<file path="src/rtl/mul_div_unit_if.sv">
// mdu_if: request/result bundle between the control unit and mul_div_unit
interface mdu_if #(parameter int WIDTH = 32);
  logic             Start;
  logic [1:0]       Op;
  logic [WIDTH-1:0] A;
  logic [WIDTH-1:0] B;
  logic             Busy;
  logic             Done;
  logic             DivZero;
  logic [WIDTH-1:0] HI;
  logic [WIDTH-1:0] LO;
  modport master (output Start, Op, A, B, input Busy, Done, DivZero, HI, LO);
  modport slave (input Start, Op, A, B, output Busy, Done, DivZero, HI, LO);
endinterface

</file>
<file path="src/rtl/mul_div_unit.sv">
// mul_div_unit: shift-add multiplier / restoring divider on one datapath; MDU_SIGNED_EN enables signed MULT/DIV via Op[0]
module mul_div_unit #(
  parameter int WIDTH = 32
) (
  input logic  clk,
  input logic  rst,
  mdu_if.slave bus
);
  localparam int CW = $clog2(WIDTH + 1);
  typedef enum logic [1:0] {IDLE, CALC, FIX} state_t;
  state_t             state_q, state_d;
  logic [CW-1:0]      cnt_q, cnt_d;
  logic               div_q, div_d, dz_q, dz_d;
  logic               busy_q, busy_d, done_q, done_d, divzero_q, divzero_d;
  logic [WIDTH-1:0]   b_q, b_d, acc_hi_q, acc_hi_d, acc_lo_q, acc_lo_d;
  logic [WIDTH-1:0]   hi_q, hi_d, lo_q, lo_d;
  logic [WIDTH-1:0]   mag_a, mag_b, r_fix, q_fix;
  logic [WIDTH:0]     mul_sum, div_diff;
  logic [2*WIDTH-1:0] prod;
  logic               accept;
  assign accept   = (state_q == IDLE) & bus.Start;
  assign mul_sum  = {1'b0, acc_hi_q} + (acc_lo_q[0] ? {1'b0, b_q} : '0);
  assign div_diff = {acc_hi_q, acc_lo_q[WIDTH-1]} - {1'b0, b_q};
`ifdef MDU_SIGNED_EN
  logic sa, sb, neg_p_q, neg_p_d, neg_r_q, neg_r_d;
  assign sa    = bus.Op[0] & bus.A[WIDTH-1];
  assign sb    = bus.Op[0] & bus.B[WIDTH-1];
  assign mag_a = sa ? -bus.A : bus.A;
  assign mag_b = sb ? -bus.B : bus.B;
  assign prod  = neg_p_q ? -{acc_hi_q, acc_lo_q} : {acc_hi_q, acc_lo_q};
  assign r_fix = neg_r_q ? -acc_hi_q : acc_hi_q;
  assign q_fix = neg_p_q ? -acc_lo_q : acc_lo_q;
  // Result/remainder sign flags, captured only when a request is accepted
  always_comb begin
    neg_p_d = accept ? sa ^ sb : neg_p_q;
    neg_r_d = accept ? sa : neg_r_q;
  end
  // Sign flag registers
  always_ff @(posedge clk or posedge rst) begin
    if (rst) begin
      neg_p_q <= 1'b0;
      neg_r_q <= 1'b0;
    end else begin
      neg_p_q <= neg_p_d;
      neg_r_q <= neg_r_d;
    end
  end
`else
  logic unused_op;
  assign unused_op = bus.Op[0];
  assign mag_a     = bus.A;
  assign mag_b     = bus.B;
  assign prod      = {acc_hi_q, acc_lo_q};
  assign r_fix     = acc_hi_q;
  assign q_fix     = acc_lo_q;
`endif
  // Next-state and datapath: latch on accept, iterate WIDTH times, then correct and publish
  always_comb begin
    state_d   = state_q;
    cnt_d     = cnt_q;
    div_d     = div_q;
    dz_d      = dz_q;
    b_d       = b_q;
    acc_hi_d  = acc_hi_q;
    acc_lo_d  = acc_lo_q;
    busy_d    = busy_q;
    hi_d      = hi_q;
    lo_d      = lo_q;
    done_d    = 1'b0;
    divzero_d = 1'b0;
    case (state_q)
      IDLE: if (bus.Start) begin
        state_d  = CALC;
        busy_d   = 1'b1;
        cnt_d    = '0;
        div_d    = bus.Op[1];
        dz_d     = bus.Op[1] & (bus.B == '0);
        b_d      = mag_b;
        acc_hi_d = '0;
        acc_lo_d = mag_a;
      end
      CALC: begin
        cnt_d    = cnt_q + 1'b1;
        acc_hi_d = div_q ? (div_diff[WIDTH] ? {acc_hi_q[WIDTH-2:0], acc_lo_q[WIDTH-1]} : div_diff[WIDTH-1:0])
                         : mul_sum[WIDTH:1];
        acc_lo_d = div_q ? {acc_lo_q[WIDTH-2:0], ~div_diff[WIDTH]} : {mul_sum[0], acc_lo_q[WIDTH-1:1]};
        state_d  = (cnt_q == CW'(WIDTH - 1)) ? FIX : CALC;
      end
      FIX: begin
        state_d      = IDLE;
        busy_d       = 1'b0;
        done_d       = 1'b1;
        divzero_d    = dz_q;
        {hi_d, lo_d} = div_q ? {r_fix, (dz_q ? {WIDTH{1'b1}} : q_fix)} : prod;
      end
      default: state_d = IDLE;
    endcase
  end
  // State and output registers; reset aborts any op in flight
  always_ff @(posedge clk or posedge rst) begin
    if (rst) begin
      state_q   <= IDLE;
      cnt_q     <= '0;
      div_q     <= 1'b0;
      dz_q      <= 1'b0;
      b_q       <= '0;
      acc_hi_q  <= '0;
      acc_lo_q  <= '0;
      busy_q    <= 1'b0;
      done_q    <= 1'b0;
      divzero_q <= 1'b0;
      hi_q      <= '0;
      lo_q      <= '0;
    end else begin
      state_q   <= state_d;
      cnt_q     <= cnt_d;
      div_q     <= div_d;
      dz_q      <= dz_d;
      b_q       <= b_d;
      acc_hi_q  <= acc_hi_d;
      acc_lo_q  <= acc_lo_d;
      busy_q    <= busy_d;
      done_q    <= done_d;
      divzero_q <= divzero_d;
      hi_q      <= hi_d;
      lo_q      <= lo_d;
    end
  end
  assign bus.Busy    = busy_q;
  assign bus.Done    = done_q;
  assign bus.DivZero = divzero_q;
  assign bus.HI      = hi_q;
  assign bus.LO      = lo_q;
endmodule

</file>
<file path="src/flat_wrapper.sv">
// flat-port wrapper written by rule: the top's interface ports become plain ports
module mul_div_unit_flat 
#(
  parameter int WIDTH = 32
)
  (clk, rst, bus_Start, bus_Op, bus_A, bus_B, bus_Busy, bus_Done, bus_DivZero, bus_HI, bus_LO);
  mdu_if #(.WIDTH(WIDTH)) bus_i ();
  input logic clk;
  input logic rst;
  input wire logic [$bits(bus_i.Start)-1:0] bus_Start;
  input wire logic [$bits(bus_i.Op)-1:0] bus_Op;
  input wire logic [$bits(bus_i.A)-1:0] bus_A;
  input wire logic [$bits(bus_i.B)-1:0] bus_B;
  output wire logic [$bits(bus_i.Busy)-1:0] bus_Busy;
  output wire logic [$bits(bus_i.Done)-1:0] bus_Done;
  output wire logic [$bits(bus_i.DivZero)-1:0] bus_DivZero;
  output wire logic [$bits(bus_i.HI)-1:0] bus_HI;
  output wire logic [$bits(bus_i.LO)-1:0] bus_LO;
  assign bus_i.Start = bus_Start;
  assign bus_i.Op = bus_Op;
  assign bus_i.A = bus_A;
  assign bus_i.B = bus_B;
  assign bus_Busy = bus_i.Busy;
  assign bus_Done = bus_i.Done;
  assign bus_DivZero = bus_i.DivZero;
  assign bus_HI = bus_i.HI;
  assign bus_LO = bus_i.LO;
  mul_div_unit #(.WIDTH(WIDTH)) u_core (.clk(clk), .rst(rst), .bus(bus_i));
endmodule
</file>
<file path="config.mk">
export PLATFORM = sky130hd
export DESIGN_NAME = mul_div_unit_flat
export DESIGN_NICKNAME = d
export VERILOG_FILES = /design/src/rtl/mul_div_unit_if.sv /design/src/rtl/mul_div_unit.sv /design/src/flat_wrapper.sv
export SDC_FILE = /design/constraint.sdc
export NUM_CORES = 1
export LEC_CHECK = 0
export ABC_CLOCK_PERIOD_IN_PS = 6900
export CORE_UTILIZATION = 57
export CTS_CLUSTER_DIAMETER = 30
export DETAILED_ROUTE_END_ITERATION = 6
export GPL_TIMING_DRIVEN = 0
export MAX_ROUTING_LAYER = met4
export PLACE_DENSITY = 0.81
export RECOVER_POWER = 50
export SYNTH_ARGS = -nofsm -noshare
export SYNTH_HDL_FRONTEND = slang
export SYNTH_SLANG_ARGS = --single-unit
</file>
<file path="constraint.sdc">
create_clock -name clk -period 6.9 [get_ports clk]
set_clock_uncertainty 0.2 [all_clocks]
set_input_delay 0.69 -clock clk [delete_from_list [all_inputs] [get_ports clk]]
set_output_delay 0.69 -clock clk [all_outputs]
set_load 0.02 [all_outputs]
</file>
# Yosys cells after proc, flatten, opt, wreduce, memory -nomap -nowiden

Index checks and enable logic that the tools add are counted.
W data, S select, Z words.

Add/sub/neg operators: 3
Equal/unequal tests: 4
Mux-type cells: 19
Bitwise gates (word level): 2
Reductions and logical operators: 7

Operators by type and width:

| cell                  | count |
|---|---|
| $mux W32              | 8 |
| $pmux W32 S2          | 2 |
| $add A32 B32 Y33      | 1 |
| $sub A33 B32 Y33      | 1 |
| $logic_not A32 Y1     | 1 |
| $pmux W6 S2           | 1 |
| $add A6 B1 Y6 const B | 1 |
| $eq A6 B5 Y1 const B  | 1 |
| $mux W6               | 1 |
| $reduce_and A2 Y1     | 3 |
| $mux W2               | 2 |
| $pmux W2 S2           | 1 |
| $reduce_bool A2 Y1    | 2 |
| $mux W1               | 3 |
| $eq A2 B1 Y1 const B  | 1 |
| $eq A2 B2 Y1 const B  | 1 |
| $logic_not A2 Y1      | 1 |
| $ne A2 B2 Y1 const B  | 1 |
| $pmux W1 S2           | 1 |
| $and A1 B1 Y1         | 1 |
| $not A1 Y1            | 1 |

Register bits after elaboration: 173
Output and inout bits: 67

# Longest topological paths before layout

Gate-level depths: netlist of the first run.

Depth in word-level cells: 4
Depth in mapped cells: 14
Depth with buffers taken out: 13

# Worst setup path before layout of the first run

No wires, ideal clock.

Path kind: flip-flop to flip-flop
Start point: register u_core.acc_lo_q[31]
End point: register u_core.acc_hi_q[1]
Data arrival time: 3076 ps
Required time: 6574 ps
Setup slack: 3498 ps
Stages on the path, launching flop included: 14
Cell sequence: dfrtp_1 inv_1 ha_1 fa_1 nand2b_1 a21oi_2 o2111ai_1 a2111oi_2 o41ai_1 a21oi_2 xor2_2 buf_6 mux2i_1 a221o_1

Word-level cells in the longest chain between the ends: 4

RTL lines:

| element                  | RTL line            | text |
|---|---|---|
| start: declaration       | mul_div_unit.sv:15  | `logic [WIDTH-1:0] b_q, b_d, acc_hi_q, acc_hi_d, acc_lo_q, acc_lo_d;` |
| start signal: assignment | mul_div_unit.sv:121 | `acc_lo_q <= acc_lo_d;` |
| $sub A33 B32 Y33         | mul_div_unit.sv:23  | `assign div_diff = {acc_hi_q, acc_lo_q[WIDTH-1]} - {1'b0, b_q};` |
| $mux W32 (2 in a row)    | mul_div_unit.sv:84  | `acc_hi_d = div_q ? (div_diff[WIDTH] ? {acc_hi_q[WIDTH-2:0], acc_lo_q[WIDTH-1]} : div_diff[WIDTH-1:0])` |
| $pmux W32 S2             | mul_div_unit.sv:71  | `case (state_q)` |
| end signal: assignment   | mul_div_unit.sv:120 | `acc_hi_q <= acc_hi_d;` |
| end: declaration         | mul_div_unit.sv:15  |  |

Every way passes these cells.
A chain may end at the register's enable or synchronous reset.

# Worst setup path after layout of the first run

Start point: register u_core.acc_lo_q[31]
End point: register u_core.acc_hi_q[19]

The elaborated chain is that of the path after synthesis.

==> results of run 1 <==
[stage by stage]
stage          setup slack (ns)  total power, mW
2_1_floorplan              1.32             4.05
5_1_grt                    2.19             6.35
4_1_cts                    2.44             5.87
3_5_place_dp               2.52             4.87
3_3_place_gp             -0.965             4.77
6_report                   2.31             5.95
[kinds of logic (layout without fill, tap and decap cells)]
kind of cell | Yosys count | after routing | share of synthesized area (%)
AND/OR/NAND/NOR | 336 | 336 | 14.6
flip-flops | 173 | 173 | 39.2
AO/OA/AOI/OAI | 368 | 368 | 21.3
other | 0 | 1 | 0
adder cells (fa/ha/maj) | 67 | 67 | 7.72
multiplexers | 94 | 94 | 8.89
XOR/XNOR | 50 | 50 | 4.03
buffers and inverters | 122 | 289 | 4.27
[worst max-delay path, stage by stage, from the launching register on]
cell       delay, ns
dfrtp_1         0.39
inv_1           0.07
ha_1            0.25
fa_1            0.46
nand2b_1        0.22
a21oi_2         0.30
o2111ai_1       0.26
a2111oi_2       0.67
o41ai_1         0.25
a21oi_2         0.27
xor2_2          0.33
buf_2           0.41
nand2_1         0.19
o221ai_1        0.22
[synthesized netlist by cell type, drive strengths merged, types with 20 or more instances]
master,number
a21o,26
a21oi,87
and2,36
clkbuf,60
dfrtp,173
ha,65
inv,54
mux2,33
mux2i,61
nand2,128
nor2,65
nor3,20
o21ai,115
o22a,32
xnor2,32
[layout make-up]
cell class | count | area, µm² | share of cell area [%]
multi-input combinational | 915 | 6250 | 46.9
inverter | 54 | 204 | 1.53
timing repair buffer | 135 | 1370 | 10.3
buffer | 68 | 269 | 2.02
clock inverter | 13 | 146 | 1.10
antenna | 1 | 2.50 | 0.0188
clock buffer | 19 | 433 | 3.25
sequential | 173 | 4330 | 32.5
tap | 260 | 325 | 2.44
[path summary, 6_finish.rpt]
path,cells past startpoint,endpoint
min in group asynchronous,2,u_core.acc_lo_q[7]
min,1,u_core.cnt_q[4]
max reg2reg,13,u_core.acc_hi_q[19]
max in group asynchronous,3,u_core.acc_hi_q[11]
max,13,u_core.acc_hi_q[19]
min reg2reg,1,u_core.cnt_q[4]
[metal layers]
metal	global-route usage, %	vias up	routed length (µm)
met5	-	-	0
met4	13.2	0	1000
met3	4.65	81	2240
met2	52.9	447	14900
met1	46.0	4913	14100
li1	-	4699	-
[power groups by stage]
stage          logic [mW]  registers [mW]  clock network [mW]
2_1_floorplan        2.58            1.47                   0
3_3_place_gp         3.20            1.58                   0
3_5_place_dp         3.28            1.59                   0
4_1_cts              3.32            1.57               0.981
5_1_grt              3.72            1.61                1.02
6_report             3.39            1.58               0.981
[registers in the layout (all words and copies together) (netlist names), 2 cells and up]
register / flops
u_core.acc_hi_q: 32
u_core.acc_lo_q: 32
u_core.b_q: 32
u_core.bus.HI: 32
u_core.bus.LO: 32
u_core.cnt_q: 6
u_core.state_q: 2
==> flow_summary.toml, run 1 <==
[place]
dp_hpwl_mm = 23.8
place.gp.congestion = 1.09
io_buffer_count = 134
dp_cells = 1605
dpl_cell_area_mm2 = 0.0128

[clock_tree]
clk_path_buf_depth = 2
tritoncts = "yes"
post-cts-setup-buffers = 0
cts.repair.resized = 0
cts_buffers = 17
clock-sinks = 173
holdBufCountCts = 0
clk_transition_reported_paths_ns = 0.07
h-tree-depth = 4
root_buffer = "clkbuf_16"
clkLatencyLatePin_ns = 0.44

[timing]
fin_crit_ns = 4.59
totalNegativeSetupSlack_ns = 0
max_freq_mhz = 218
layout_worst_path_cycle_share_pct = 66.5
tightest_slew_ns = 2.67
grt_setup_unrepaired = "false"
final_hold_slack_ns = 0.293
hold_fails_final_rpt = 0
slew_viol_final = 60
setup_viol = 0
relative_slew_slack_pct = -79.2

[yosys]
number_of_enable_type_register_cells_in_the_synthesized_netlist = 0
syn_area_mm2 = 0.0110
synth.avg_cell_area_um2 = 9.13
yosys_warnings = 0
ys_top_cells_by_area = "dfrtp_1, ha_1, mux2i_1"
ys_seq_elements = 173
synth_top_area_cell = "dfrtp_1"
synthesis.instances = 1210
yosys_most_used_dff = "dfrtp_1"
netlist.area_leader.share_pct = 39.2
asyncSetResetFlopFracSynth_pct = 100
mappedNetlistNets = 1346
synth-seq-area-share_pct = 39.2
yosysUniqueCellTypes = 69

[power]
pwr_density_cell_mw_per_mm2 = 447
proportion_of_total_power_due_to_net_switching_pct = 46.2
power_frac_seq_pct = 26.6
p_clk_share_pct = 16.5
power.static_leakage_nw = 5.59
power_share_of_the_combinational_group_pct = 57.0
internal_power_mw = 3.20
power_switching_mw = 2.75
ir_drop_v = 0.000250

[layout]
layout-drive-gt1-share_pct = 5.66
final_util_pct = 70.8
flow.area_growth_from_synthesis_pct = 20.6
most_common_cell_after_layout_fill_and_taps_aside = "dfrtp_1"
finish.cell_count_without_fillers = 1638
stdcell_area_mm2 = 0.0133
layout.nets = 1500
fillers = 1471
mostFrequentLayoutCells = "dfrtp_1, clkdlybuf4s50_1, nand2_1"

[setup_path]
worst-endpoint-arrival_ns = 4.74
critPathLaunch = "u_core.acc_lo_q[31]"
ff2ff_setup_slack_ns = 2.31
startpoint_type = "register"
worstSetupEndpointType = "register"
critPathMaxFanout = 10
worst_r2r_startpoint = "u_core.acc_lo_q[31]"
crit_required_ns = 7.05
crit_type = "reg2reg"

[die]
core-area_mm2 = 0.0188
io_pins = 136
die-height_um = 141
design.die.area_mm2 = 0.0199
die_width_um = 141
std_cell_rows = 50
initial_core_util_pct = 58.7

[min_path]
worst_hold_startpoint = "u_core.cnt_q[4]"
worstHoldPathType = "reg2reg"

[route]
drt.antenna.violating_nets = 0
post-route-drc-count = 0
via_count = 10100
router_iterations_before_antenna_repair = 5
route.detailed.vias_per_inst = 6.19
routed_wire_length_per_instance_um = 19.7
drt_first_iter_violations = 872
routed_wl_mm = 32.2

[global_routing]
first_global_vias = 10000
grt_use_total_pct = 34.3
grt_pass1_wl_mm = 51.9
grt_start_max_net_pins = 115
antenna_violations_before_repair = 1
gr-total-overflow = 0

[outcome]
failed_checks = "max-capacitance violations, max-slew violations"
status = "finished with violations"

[job]
cap_violations = 1
Power figures use the tool's default switching activity.
==> inputs of run 2 (changes only) <==
--- a/config.mk
+++ b/config.mk
@@ -5,7 +5,7 @@
 export SDC_FILE = /design/constraint.sdc
 export NUM_CORES = 1
 export LEC_CHECK = 0
-export ABC_CLOCK_PERIOD_IN_PS = 6900
+export ABC_CLOCK_PERIOD_IN_PS = 4700
 export CORE_UTILIZATION = 57
 export CTS_CLUSTER_DIAMETER = 30
 export DETAILED_ROUTE_END_ITERATION = 6
==> constraint.sdc (replaced) <==
create_clock -name clk -period 4.7 [get_ports clk]
set_clock_uncertainty 0.2 [all_clocks]
set_input_delay 0.47 -clock clk [delete_from_list [all_inputs] [get_ports clk]]
set_output_delay 0.47 -clock clk [all_outputs]
set_load 0.02 [all_outputs]
==> run 2 against run 1 <==
The flow still finishes with violations (max-capacitance violations, max-slew violations). Sequential power up 47%. Combinational power rose by 48%. Global-route usage grew 0.31 points. Count of clock-buffer cells in the layout is 1 lower. Total power is 49% higher. Maximum frequency rose by 1.5%. Wire length up 0.80%. Non-clock buffer count increased by 3.
==> flow_summary.toml, run 2 (synthesized netlist as in run 1, its figures left out) <==
[outcome]
status = "finished with violations"
failed_checks = "max-capacitance violations, max-slew violations"

[global_routing]
grt_start_max_net_pins = 44
grt-busiest-layer = "met2"
grt_pass1_wl_mm = 51.9
grt_use_total_pct = 34.6
gr-usage-met2_pct = 52.0
antenna_violations_before_repair = 0
grtUsageMet1_pct = 47.4
gr-total-overflow = 0
first_global_vias = 9692
global_route.usage.met3_pct = 5.03

[route]
router_iterations_before_antenna_repair = 7
post-route-drc-count = 0
drt.antenna.violating_nets = 0
drt_first_iter_violations = 954
via_count = 10200
routed_wl_mm = 32.5
routed_wire_length_per_instance_um = 19.8
route.detailed.vias_per_inst = 6.22

[setup_path]
worst_r2r_path_depth = 11
worst-endpoint-arrival_ns = 4.65
end_point_of_the_critical_path = "u_core.acc_hi_q[31]"
critical_path_cell_by_cell = "ha_1, clkbuf_1, o211ai_1, nand2_1, o21ai_1, o311ai_1, a41oi_1, o41ai_1, nand4_1, a311o_1, a22o_1"
crit-reg2reg-capture = "u_core.acc_hi_q[31]"
critPathMaxStageDelay_ns = 0.85
critical_path.top_delay_family = "compound AO/OA/AOI/OAI gates"
critPathMaxFanout = 7
critPathLaunch = "u_core.acc_hi_q[5]"
timing.critical_path.slowest_stage_cell = "o311ai_1"
startpoint_type = "register"
ff2ff_setup_slack_ns = 0.18
worstSetupEndpointType = "register"
crit_type = "reg2reg"
critical_path_buf_inv_count = 1
crit_required_ns = 4.83
worst_r2r_startpoint = "u_core.acc_hi_q[5]"
crit_cells = 11

[place]
place.gp.congestion = 1.06
dpl_cell_area_mm2 = 0.0128
dp_hpwl_mm = 24.2
io_buffer_count = 134

[die]
core-area_mm2 = 0.0188
io_pins = 136
initial_core_util_pct = 58.7
std_cell_rows = 50
die_width_um = 141
die-height_um = 141
design.die.area_mm2 = 0.0199

[job]
cap_violations = 2

[clock_tree]
clkLatencyLatePin_ns = 0.45
cts_buffers = 17
holdBufCountCts = 0
clock-sinks = 173
clk_transition_reported_paths_ns = 0.08
h-tree-depth = 4
post-cts-setup-buffers = 0
tritoncts = "yes"
clk_path_buf_depth = 2
root_buffer = "clkbuf_16"

[timing]
fin_crit_ns = 4.52
totalNegativeSetupSlack_ns = 0
hold_fails_final_rpt = 0
layout_worst_path_cycle_share_pct = 96.1
setup_viol = 0
slew_viol_final = 80
grt_setup_unrepaired = "false"
relative_slew_slack_pct = -54.9
tightest_slew_ns = 2.32
max_freq_mhz = 221

[min_path]
worstHoldPathType = "reg2reg"

[layout]
most_common_cell_after_layout_fill_and_taps_aside = "dfrtp_1"
diodes = 0
stdcell_area_mm2 = 0.0134
layout.nets = 1503
area.sequential_mm2 = 0.00433
mostFrequentLayoutCells = "dfrtp_1, nand2_1, clkdlybuf4s50_1"
flow.area_growth_from_synthesis_pct = 21.2
fillers = 1408
layout-drive-gt1-share_pct = 5.87
multiInputGateArea_mm2 = 0.00626

[power]
pwr_density_cell_mw_per_mm2 = 660
ir_drop_v = 0.000404
power.static_leakage_nw = 5.55
-- run 2: cell count changes in the layout (fill, tap and decap cells not counted), sizes merged --
cell | previous run | this run
clkinv | 2 | 5
dlygate4sd3 | 3 | 28
inv | 62 | 61
clkbuf | 79 | 81
clkinvlp | 2 | 1
clkdlybuf4s50 | 131 | 106
diode | 1 | 0
-- run 2: timing repair --
item	CTS	global route
endpoints found under the hold margin	0	0
endpoints found under the setup margin	0	4
gates resized for setup	0	1
-- run 2: final cells by class --
cell class              instances  area share [%]
multi-input cells             915            46.8
flip-flops and latches        173            32.3
repair buffers                138            10.3
clock buffers                  18            3.28
well taps                     260            2.43
plain buffers                  68            2.01
inverters                      54            1.52
clock inverters                14            1.41
-- run 2: stage by stage --
step | cells | power (mW) | utilization [%] | setup WS [ns] | hold WS (ns)
final | 1640 | 8.84 | 71.1 | 0.184 | 0.301
after global placement | 1604 | 7.04 | 67.5 | 0.287 | 0.282
after detailed placement | 1608 | 7.18 | 68.0 | 0.261 | 0.283
after floorplan | 1210 | 5.95 | - | 1.30 | 0.255
after global routing | 1640 | 9.43 | 71.1 | 0.0204 | 0.309
after CTS | 1640 | 8.73 | 71.3 | 0.201 | 0.264
-- run 2: power breakdown --
part | total (mW) | switching, mW | internal [mW]
sequential | 2.33 | 0.467 | 1.86
combinational | 5.03 | 2.94 | 2.09
clock | 1.49 | 0.704 | 0.787
total | 8.84 | 4.11 | 4.73
-- run 2: how the worst min path moves through the flow --
stage,endpoint,cells past startpoint,start,slack [ns]
after detailed placement,u_core.state_q[1],1,u_core.cnt_q[5],0.28
after global routing,u_core.cnt_q[4],1,u_core.cnt_q[4],0.31
after global placement,u_core.cnt_q[4],1,u_core.cnt_q[4],0.28
after floorplan,u_core.state_q[1],1,u_core.cnt_q[5],0.25
final,u_core.state_q[1],1,u_core.cnt_q[5],0.30
after CTS,u_core.bus.LO[7],2,rst,0.26
-- run 2: worst reg2reg max path, cell delays in order, from the launching register on --
cell and delay [ns]:
dfrtp_1 0.47, ha_1 0.32, clkbuf_1 0.30, o211ai_1 0.14
nand2_1 0.09, o21ai_1 0.20, o311ai_1 0.85, a41oi_1 0.34
o41ai_1 0.73, nand4_1 0.18, a311o_1 0.40, a22o_1 0.18
-- run 2: layer usage --
metal	share of wire [%]	wire length, µm	up-vias
li1	-	-	4696
met5	0	0	-
met2	46	14800	431
met3	6.8	2200	71
met1	44	14300	4995
met4	3.4	1110	0
==> inputs of run 3 (changes only) <==
--- a/config.mk
+++ b/config.mk
@@ -8,6 +8,7 @@
 export ABC_CLOCK_PERIOD_IN_PS = 4700
 export CORE_UTILIZATION = 57
 export CTS_CLUSTER_DIAMETER = 30
+export CTS_CLUSTER_SIZE = 20
 export DETAILED_ROUTE_END_ITERATION = 6
 export GPL_TIMING_DRIVEN = 0
 export MAX_ROUTING_LAYER = met4
==> results of run 3 <==
Same layout as run 2: the final DEF is identical, and so are final timing and power.
